$ cat src/rtl/arbiter_pkg.sv
// Shared geometry of the pixel-array grant arbiter and the address-event word
// emitted by the downstream encoder.
package arbiter_pkg;

  localparam int unsigned ROWS         = 4;
  localparam int unsigned COLS         = 4;
  localparam int unsigned x_width      = (ROWS > 1) ? $clog2(ROWS) : 1;
  localparam int unsigned y_width      = (COLS > 1) ? $clog2(COLS) : 1;
  localparam int unsigned AER_TS_WIDTH = 16;
  localparam int unsigned EVT_WIDTH    = AER_TS_WIDTH + x_width + y_width + 1;

  typedef struct packed {
    logic [AER_TS_WIDTH-1:0] ts;
    logic [y_width-1:0]      y;
    logic [x_width-1:0]      x;
    logic                    pol;
  } aer_event_t;

endpackage

$ cat src/rtl/grant_onehot_encoder.sv
// Combinational index encoder for the 2-D grant matrix; also classifies the
// matrix as exactly-one-hot or multi-hot.
module grant_onehot_encoder
  import arbiter_pkg::*;
(
  input  logic [ROWS-1:0][COLS-1:0] gnt,
  output logic [x_width-1:0]        x,
  output logic [y_width-1:0]        y,
  output logic                      onehot,
  output logic                      multi
);

  logic seen;

  // OR-ing indices is exact for a one-hot matrix; multi-hot results are discarded.
  always_comb begin
    seen  = 1'b0;
    multi = 1'b0;
    x     = '0;
    y     = '0;
    for (int unsigned r = 0; r < ROWS; r++) begin
      for (int unsigned c = 0; c < COLS; c++) begin
        if (gnt[r][c]) begin
          multi = multi | seen;
          seen  = 1'b1;
          x     = x | x_width'(r);
          y     = y | y_width'(c);
        end
      end
    end
    onehot = seen & ~multi;
  end

endmodule

$ cat src/rtl/aer_event_encoder.sv
// Encodes new arbiter grants into timestamped address-event words and streams
// them out of a first-word-fall-through FIFO with drop and error accounting.
module aer_event_encoder
  import arbiter_pkg::*;
#(
  parameter int unsigned FIFO_DEPTH = 16,
  parameter int unsigned TS_WIDTH   = AER_TS_WIDTH,
  parameter int unsigned OVF_WIDTH  = 8
) (
  input  logic                                  clk_i,
  input  logic                                  reset_i,
  input  logic                                  enable_i,
  input  logic [ROWS-1:0][COLS-1:0]             gnt_i,
  input  logic                                  polarity_i,
  input  logic                                  evt_ready_i,
  output logic                                  evt_valid_o,
  output logic [TS_WIDTH+x_width+y_width:0]     evt_data_o,
  output logic [$clog2(FIFO_DEPTH):0]           fifo_count_o,
  output logic [OVF_WIDTH-1:0]                  overflow_cnt_o,
  output logic                                  multi_gnt_err_o
);

  localparam int unsigned PTR_W = $clog2(FIFO_DEPTH);
  localparam int unsigned CNT_W = PTR_W + 1;
  localparam int unsigned WORD_W = TS_WIDTH + x_width + y_width + 1;

  logic [TS_WIDTH-1:0]        ts;
  logic [ROWS-1:0][COLS-1:0]  prev_gnt;
  logic [WORD_W-1:0]          mem [FIFO_DEPTH];
  logic [PTR_W-1:0]           wr_ptr;
  logic [PTR_W-1:0]           rd_ptr;
  logic [CNT_W-1:0]           count;
  logic [OVF_WIDTH-1:0]       ovf_cnt;
  logic                       multi_err;

  logic [x_width-1:0]         gnt_x;
  logic [y_width-1:0]         gnt_y;
  logic                       gnt_onehot;
  logic                       gnt_multi;

  logic                       new_evt;
  logic                       full;
  logic                       push;
  logic                       drop;
  logic                       pop;

  grant_onehot_encoder u_enc (
    .gnt    (gnt_i),
    .x      (gnt_x),
    .y      (gnt_y),
    .onehot (gnt_onehot),
    .multi  (gnt_multi)
  );

  // A held grant only counts once: compare against last cycle's matrix.
  assign new_evt = enable_i & gnt_onehot & (gnt_i != prev_gnt);
  // Full uses the pre-edge count, so a same-cycle pop never makes room.
  assign full    = (count == CNT_W'(FIFO_DEPTH));
  assign push    = new_evt & ~full;
  assign drop    = new_evt & full;
  assign pop     = evt_valid_o & evt_ready_i;

  always_ff @(posedge clk_i) begin
    if (reset_i) begin
      ts        <= '0;
      prev_gnt  <= '0;
      wr_ptr    <= '0;
      rd_ptr    <= '0;
      count     <= '0;
      ovf_cnt   <= '0;
      multi_err <= 1'b0;
    end else begin
      ts       <= ts + TS_WIDTH'(1);
      prev_gnt <= gnt_i;
      if (push) wr_ptr <= wr_ptr + PTR_W'(1);
      if (pop)  rd_ptr <= rd_ptr + PTR_W'(1);
      case ({push, pop})
        2'b10:   count <= count + CNT_W'(1);
        2'b01:   count <= count - CNT_W'(1);
        default: count <= count;
      endcase
      if (drop && (ovf_cnt != '1)) ovf_cnt <= ovf_cnt + OVF_WIDTH'(1);
      if (enable_i && gnt_multi)   multi_err <= 1'b1;
    end
  end

  // Storage needs no reset: the read side is gated by the occupancy count.
  always_ff @(posedge clk_i) begin
    if (push && !reset_i) mem[wr_ptr] <= {ts, gnt_y, gnt_x, polarity_i};
  end

  assign evt_valid_o     = (count != '0);
  assign evt_data_o      = evt_valid_o ? mem[rd_ptr] : '0;
  assign fifo_count_o    = count;
  assign overflow_cnt_o  = ovf_cnt;
  assign multi_gnt_err_o = multi_err;

endmodule
$ cat config.mk
export PLATFORM = sky130hd
export DESIGN_NAME = aer_event_encoder
export DESIGN_NICKNAME = d
export VERILOG_FILES = /design/src/rtl/arbiter_pkg.sv /design/src/rtl/grant_onehot_encoder.sv /design/src/rtl/aer_event_encoder.sv
export SDC_FILE = /design/constraint.sdc
export NUM_CORES = 1
export LEC_CHECK = 0
export BUFFER_PORTS_ARGS = -buffer_cell sky130_fd_sc_hd__buf_2
export CAP_MARGIN = 20
export CORE_ASPECT_RATIO = 0.9
export CORE_UTILIZATION = 50
export DETAILED_ROUTE_END_ITERATION = 10
export PLACE_DENSITY = 0.64
export SYNTH_ARGS = -nofsm -noshare
export SYNTH_HDL_FRONTEND = slang
export SYNTH_HIERARCHICAL = 1
export SYNTH_SLANG_ARGS = --single-unit
$ cat constraint.sdc
create_clock -name clk_i -period 4.97 [get_ports clk_i]
set_clock_uncertainty 0.1 [all_clocks]
set_input_delay 0.2485 -clock clk_i [delete_from_list [all_inputs] [get_ports clk_i]]
set_output_delay 0.2485 -clock clk_i [all_outputs]
set_load 0.03 [all_outputs]
; ---- After elaboration in Yosys (flattened, before gate mapping)
; Memories as Yosys holds them, arrays and structs flattened. A register that Yosys moved wholly into a read port is not among the register bits.
; Index checks and enable logic that the tools add are counted.
[op_classes]
add_sub_neg = 6
n_eq_ne = 5
muxes = 61
bitwise_logic = 22
reduce_logical = 6
[ops]
columns = cell, count
row1 = $mux 1, 41
row2 = $mux 2, 16
row3 = $mux 21, 1
row4 = $add 16x1->16 const B, 1
row5 = $ne 16x16->1, 1
row6 = $or 1x1->1, 14
row7 = $pmux 5 s2, 1
row8 = $add 4x1->4 const B, 2
row9 = $add 8x1->8 const B, 1
row10 = $mux 4, 2
row11 = $ne 8x8->1 const B, 1
row12 = $and 1x1->1, 6
row13 = $add 5x1->5 const B, 1
row14 = $eq 5x5->1 const B, 1
row15 = $reduce_bool 5->1, 1
row16 = $sub 5x1->5 const B, 1
row17 = $logic_and 1x1->1, 3
row18 = $eq 2x1->1 const B, 1
row19 = $eq 2x2->1 const B, 1
row20 = $not 1->1, 2
row21 = $reduce_bool 2->1, 1
row22 = $logic_not 1->1, 1
[totals]
regBits = 54
ramBits = 336
input_bits = 21
elab_cells = 111
n_memories = 1
[mem_list]
columns = name, words, width, read_ports, rd_ports_with_merged_regs, wr, line_no
row1 = mem, 16, 21, 1, 1, 1, aer_event_encoder.sv:29  ; logic [WORD_W-1:0] mem [FIFO_DEPTH];

; ---- Depth between registers and ports, before layout
[depth]
depth_word = 38
depth_mapped = 17
ltp_nobuf = 16

; ---- Cells and area by module
; Netlist, hierarchy kept.
[by_module_without_submodules]
columns = module, n_inst, cells_per_inst, area_per_inst_um2
row1 = aer_event_encoder, 1, 776, 15336.0
row2 = grant_onehot_encoder, 1, 39, 242.7

; ---- Worst setup path before layout
; Ideal clock, no wire load.
[synth_path]
kind = input-to-reg
from = input port gnt_i[3] in the netlist's numbering
to = memory mem[11][0] in the netlist's numbering (enable)
arrival_time_ns = 3.867
path_slack_ns = 0.551
stages = 7
path_cell_list = or4_4 nand3b_4 nor4_1 a211oi_1 nor4b_1 nand4_1 nor4_1
[synth_via]
elab_chain_len = 33
[synth_rtl]
columns = item, line_no
row1 = "start, declared", aer_event_encoder.sv:13  ; input logic [ROWS-1:0][COLS-1:0] gnt_i,
row2 = $mux 1, grant_onehot_encoder.sv:23  ; if (gnt[r][c]) begin
row3 = $or 1x1->1, grant_onehot_encoder.sv:24  ; multi = multi | seen;
row4 = $mux 1, grant_onehot_encoder.sv:23
row5 = $or 1x1->1, grant_onehot_encoder.sv:24
row6 = $mux 1, grant_onehot_encoder.sv:23
row7 = $or 1x1->1, grant_onehot_encoder.sv:24
row8 = $mux 1, grant_onehot_encoder.sv:23
row9 = $or 1x1->1, grant_onehot_encoder.sv:24
row10 = (+17 left out), -
row11 = $not 1->1, grant_onehot_encoder.sv:31  ; onehot = seen & ~multi;
row12 = $and 1x1->1 *, grant_onehot_encoder.sv:31
row13 = net gnt_onehot, aer_event_encoder.sv:38  ; logic gnt_onehot;
row14 = $and 1x1->1 * (2 in a row), aer_event_encoder.sv:56  ; assign new_evt = enable_i & gnt_onehot & (gnt_i != prev_gnt);
row15 = $and 1x1->1 *, aer_event_encoder.sv:59  ; assign push = new_evt & ~full;
row16 = $logic_and 1x1->1 *, aer_event_encoder.sv:89  ; if (push && !reset_i) mem[wr_ptr] <= {ts, gnt_y, gnt_x, polarity_i};
row17 = $mux 1 *, aer_event_encoder.sv:89
row18 = $mux 1 (implied by the code) *, aer_event_encoder.sv:89
row19 = "end, declared", aer_event_encoder.sv:29
; The timed path passes the listed nets; every way through them passes the cells marked *.

; ---- Final worst setup path
[layout_path]
from = input port gnt_i[3] in the netlist's numbering
to = register count[4] (netlist: fifo_count_o[4])
[layout_via]
elab_chain_len = 32
[layout_rtl]
columns = item, line_no
row1 = $mux 1, grant_onehot_encoder.sv:23
row2 = $or 1x1->1, grant_onehot_encoder.sv:24
row3 = $mux 1, grant_onehot_encoder.sv:23
row4 = $or 1x1->1, grant_onehot_encoder.sv:24
row5 = $mux 1, grant_onehot_encoder.sv:23
row6 = $or 1x1->1, grant_onehot_encoder.sv:24
row7 = $mux 1, grant_onehot_encoder.sv:23
row8 = $or 1x1->1, grant_onehot_encoder.sv:24
row9 = (+16 left out), -
row10 = $mux 1, grant_onehot_encoder.sv:23
row11 = $not 1->1, grant_onehot_encoder.sv:31
row12 = $and 1x1->1 *, grant_onehot_encoder.sv:31
row13 = net gnt_onehot, aer_event_encoder.sv:38
row14 = $and 1x1->1 * (2 in a row), aer_event_encoder.sv:56
row15 = $and 1x1->1 *, aer_event_encoder.sv:59
row16 = $eq 2x1->1 / $eq 2x2->1 (equally long branches), aer_event_encoder.sv:77  ; case ({push, pop})
row17 = $pmux 5 s2 / $reduce_bool 2->1 (equally long branches), -
row18 = "end signal, assigned", aer_event_encoder.sv:78  ; 2'b10: count <= count + CNT_W'(1);
row19 = "end signal, assigned", aer_event_encoder.sv:79  ; 2'b01: count <= count - CNT_W'(1);
row20 = "end signal, assigned", aer_event_encoder.sv:80  ; default: count <= count;
row21 = "end, declared", aer_event_encoder.sv:32  ; logic [CNT_W-1:0] count;
; Marks and branches as above.
; A chain may end at the register's enable or synchronous reset.

==> run metrics <==
status complete, no violations; CTS tree built; sequential power share a little over half; critical path class input pin to flop; fin nets 965; placed cell areas 0.0166 mm^2; post-layout min period 4.51 ns; number of synthesized flops with an enable pin ~340; average vias per placed instance 5.91; ANT cells 0; Die Y-Extent 169 um; Leak Pwr 6.07 nW; fin area 0.0181 mm^2; Levels on crit path 18; WL/cell 24.2 um; Placer Congestion 0.873; Power Density approximately 370 mW/mm^2; crit path max-delay cell type or4_4; total CTS buffers 39; Bufs on Longest Clock Path 3; total congestion overflow 0; Synth cell types 47; number of buffers added on ports 56; RSZ-0062 raised after global routing false; layout cells sized above 1 between 20 and 30%; #FFs+latches synth 394; Hold Crit Class input pin to flop; worst path bufs/invs 4; Critical Path Start Type input pin; CTS root buf clkbuf_16; First DRT Iteration DRCs 869; clk slew on worst S/H paths around 0.06 ns; Post-Syn Area 0.0156 mm^2; Seq/Total Area, Yosys 72.2%; Reg2Reg Depth 15; worst endpoint data arrival time 4.86 ns; crit-path cells dlygate4sd3_1, buf_2, or4_4, nand3b_4, nor4_1, a211oi_1, nor4b_1, nand2_1, nor3b_1, buf_4, inv_1, ha_1, ha_1, nor2b_1, o21ai_0, a21oi_1, or4_1, a21oi_1; Max-slew headroom 26.2%; Setup Buffers After CTS 0; Die Footprint 0.0319 mm^2; number of global-route vias before repair 8327; fill count 2152; vias post-DR between 8000 and 9000; Crit path max-delay family simple AND/OR/NAND/NOR gates; crit path capture type flop; Final Hold Vio Count 0; FFs w/ async S/R, synth 0%; Syn Nets 848; first-pass GRT wire length 49900 um; Finish-stage setup viols 0; Routed Antenna Nets 0; dominant synthesized flop cell edfxtp_1; Routed WL between 30000 and 40000 um; Pwr Total 6.65 mW; Hold Path Depth 4; Avg Cell Area, Syn about 19 um^2; Crit path required time 5.32 ns; cell-internal power roughly 5.4 mW; largest net degree at the start of global routing 70; setup TNS 0 ns; synthesis-to-layout area growth 16.2%; logic gate share of total power 1.2%; max incr delay on CP between 0.5 and 0.6 ns; Die W around 190 um; Synthesis Warnings 6; CP max FO 15; initial antenna violation count 1; Sw Pwr 1.24 mW; H-tree levels 2; Initial Util 51.5%; worst-skew pair later-pin latency 0.52 ns; fin crit share 90.7%; CTS sink cnt slightly below 400; CORE AREA approximately 0.030 mm^2; I/O pins 57; # DRC 0; slew at the pin with the worst max-slew slack 1.11 ns; max-slew violation count 0; fmax around 220 MHz; row cnt 60; Reg2Reg Setup Slack 1.36 ns; max cap viols 0; DRT Pass-1 Iters 7; clock power share 45.1%; Switching Share 18.6%; Total GRT Usage 21.2%; worst IR drop on VDD 0.207 mV; DP Wirelength 19100 um; Gate Count Post-Synth approximately 820
[per-layer routing]
metal	GRT usage [%]	vias to the layer above	share of wire [%]
met5	0	-	0
met4	5.09	0	1.5
met1	30.5	4241	44
met2	34.4	263	49
li1	-	3522	-
met3	3.29	47	5.5
[through the flow]
stage,util (%),instances,setup slack [ns],hold WS [ns]
finish,59.8,1365,0.463,0.209
detailed placement,54.8,1274,0.552,0.382
global route,59.8,1365,0.181,0.231
global placement,54.8,1274,0.712,0.374
CTS,59.7,1363,0.512,0.181
floorplan,-,815,0.551,0.247
[cell families after synthesis]
group / synth area share, %
simple gates: 6.61
xor+xnor: 1.86
mux: 15.6
flops: 72.2
fa+ha+maj: 1.14
buf+inv: 1.13
compound gates: 1.40
[tightest hold or removal path, stage by stage]
cell and delay (ns):
buf_2 0.10, a21boi_1 0.19, xnor2_1 0.17, nor2_1 0.08
[placed cells by master, fill, tap and decap left out, types with 5 or more instances in the layout]
cell	instances
a21oi_1	15
and2_1	21
and3_1	15
buf_12	5
buf_2	56
buf_4	30
bufinv_16	5
clkbuf_1	10
clkbuf_16	41
clkinv_1	6
dfxtp_1	54
dlygate4sd3_1	19
edfxtp_1	336
ha_1	11
inv_1	11
mux2i_1	5
mux4_2	105
nand2_1	13
nand2b_1	5
nand3_1	14
nand4_1	10
nor2_1	46
nor2b_1	19
nor3_1	7
nor4_2	5
o21ai_0	5
or3_1	5
or4_1	6
xnor2_1	22
xor2_1	11
[power by group through the flow]
| stage | sequential [mW] | clock [mW] | combinational, mW |
|---|---|---|---|
| 2_1_floorplan | 3.64 | 0 | 0.0353 |
| 3_3_place_gp | 3.64 | 0 | 0.0602 |
| 3_5_place_dp | 3.64 | 0 | 0.0634 |
| 4_1_cts | 3.57 | 3.05 | 0.0747 |
| 5_1_grt | 3.57 | 3.18 | 0.0852 |
| 6_report | 3.57 | 3.00 | 0.0797 |
[cells in the mapped netlist (13+ instances only)]
library cell    n  share of area (%)
edfxtp_1      336                 65
mux4_2        105                 15
dfxtp_1        58                7.5
nor2_1         46                1.1
clkbuf_1       24               0.58
xnor2_1        22                1.2
and2_1         21               0.84
nor2b_1        19               0.76
a21oi_1        15               0.48
and3_1         15               0.60
nand3_1        14               0.45
nand2_1        13               0.31
[cell type report]
class	instances	area, um^2	share of cell area (%)
multi-input cells	376	4180	23.1
inverters	11	41.3	0.228
clock inverters	17	209	1.15
well taps	403	504	2.79
flip-flops and latches	394	11300	62.2
clock buffers	54	1100	6.10
repair buffers	110	796	4.40
[state kept, by name (all words and copies together), names as in the netlist, named ones only]
name and flops:
mem 336, prev_gnt 16, ts 16, overflow_cnt_o 8, fifo_count_o 5, rd_ptr 4, wr_ptr 4, multi_gnt_err_o 1
[worst paths after layout]
path	start	endpoint
hold reg to reg	multi_gnt_err_o	multi_gnt_err_o
setup / recovery	gnt_i[3]	fifo_count_o[4]
hold / removal	evt_ready_i	flop
setup reg to reg	prev_gnt[3]	fifo_count_o[4]
[what timing repair did]
| item | 4_1_cts | 5_1_grt |
|---|---|---|
| hold buffers | 18 | 1 |
| resized for setup | 0 | 0 |
| hold endpoints to repair | 33 | 1 |
(Power assumes the default switching activity.)
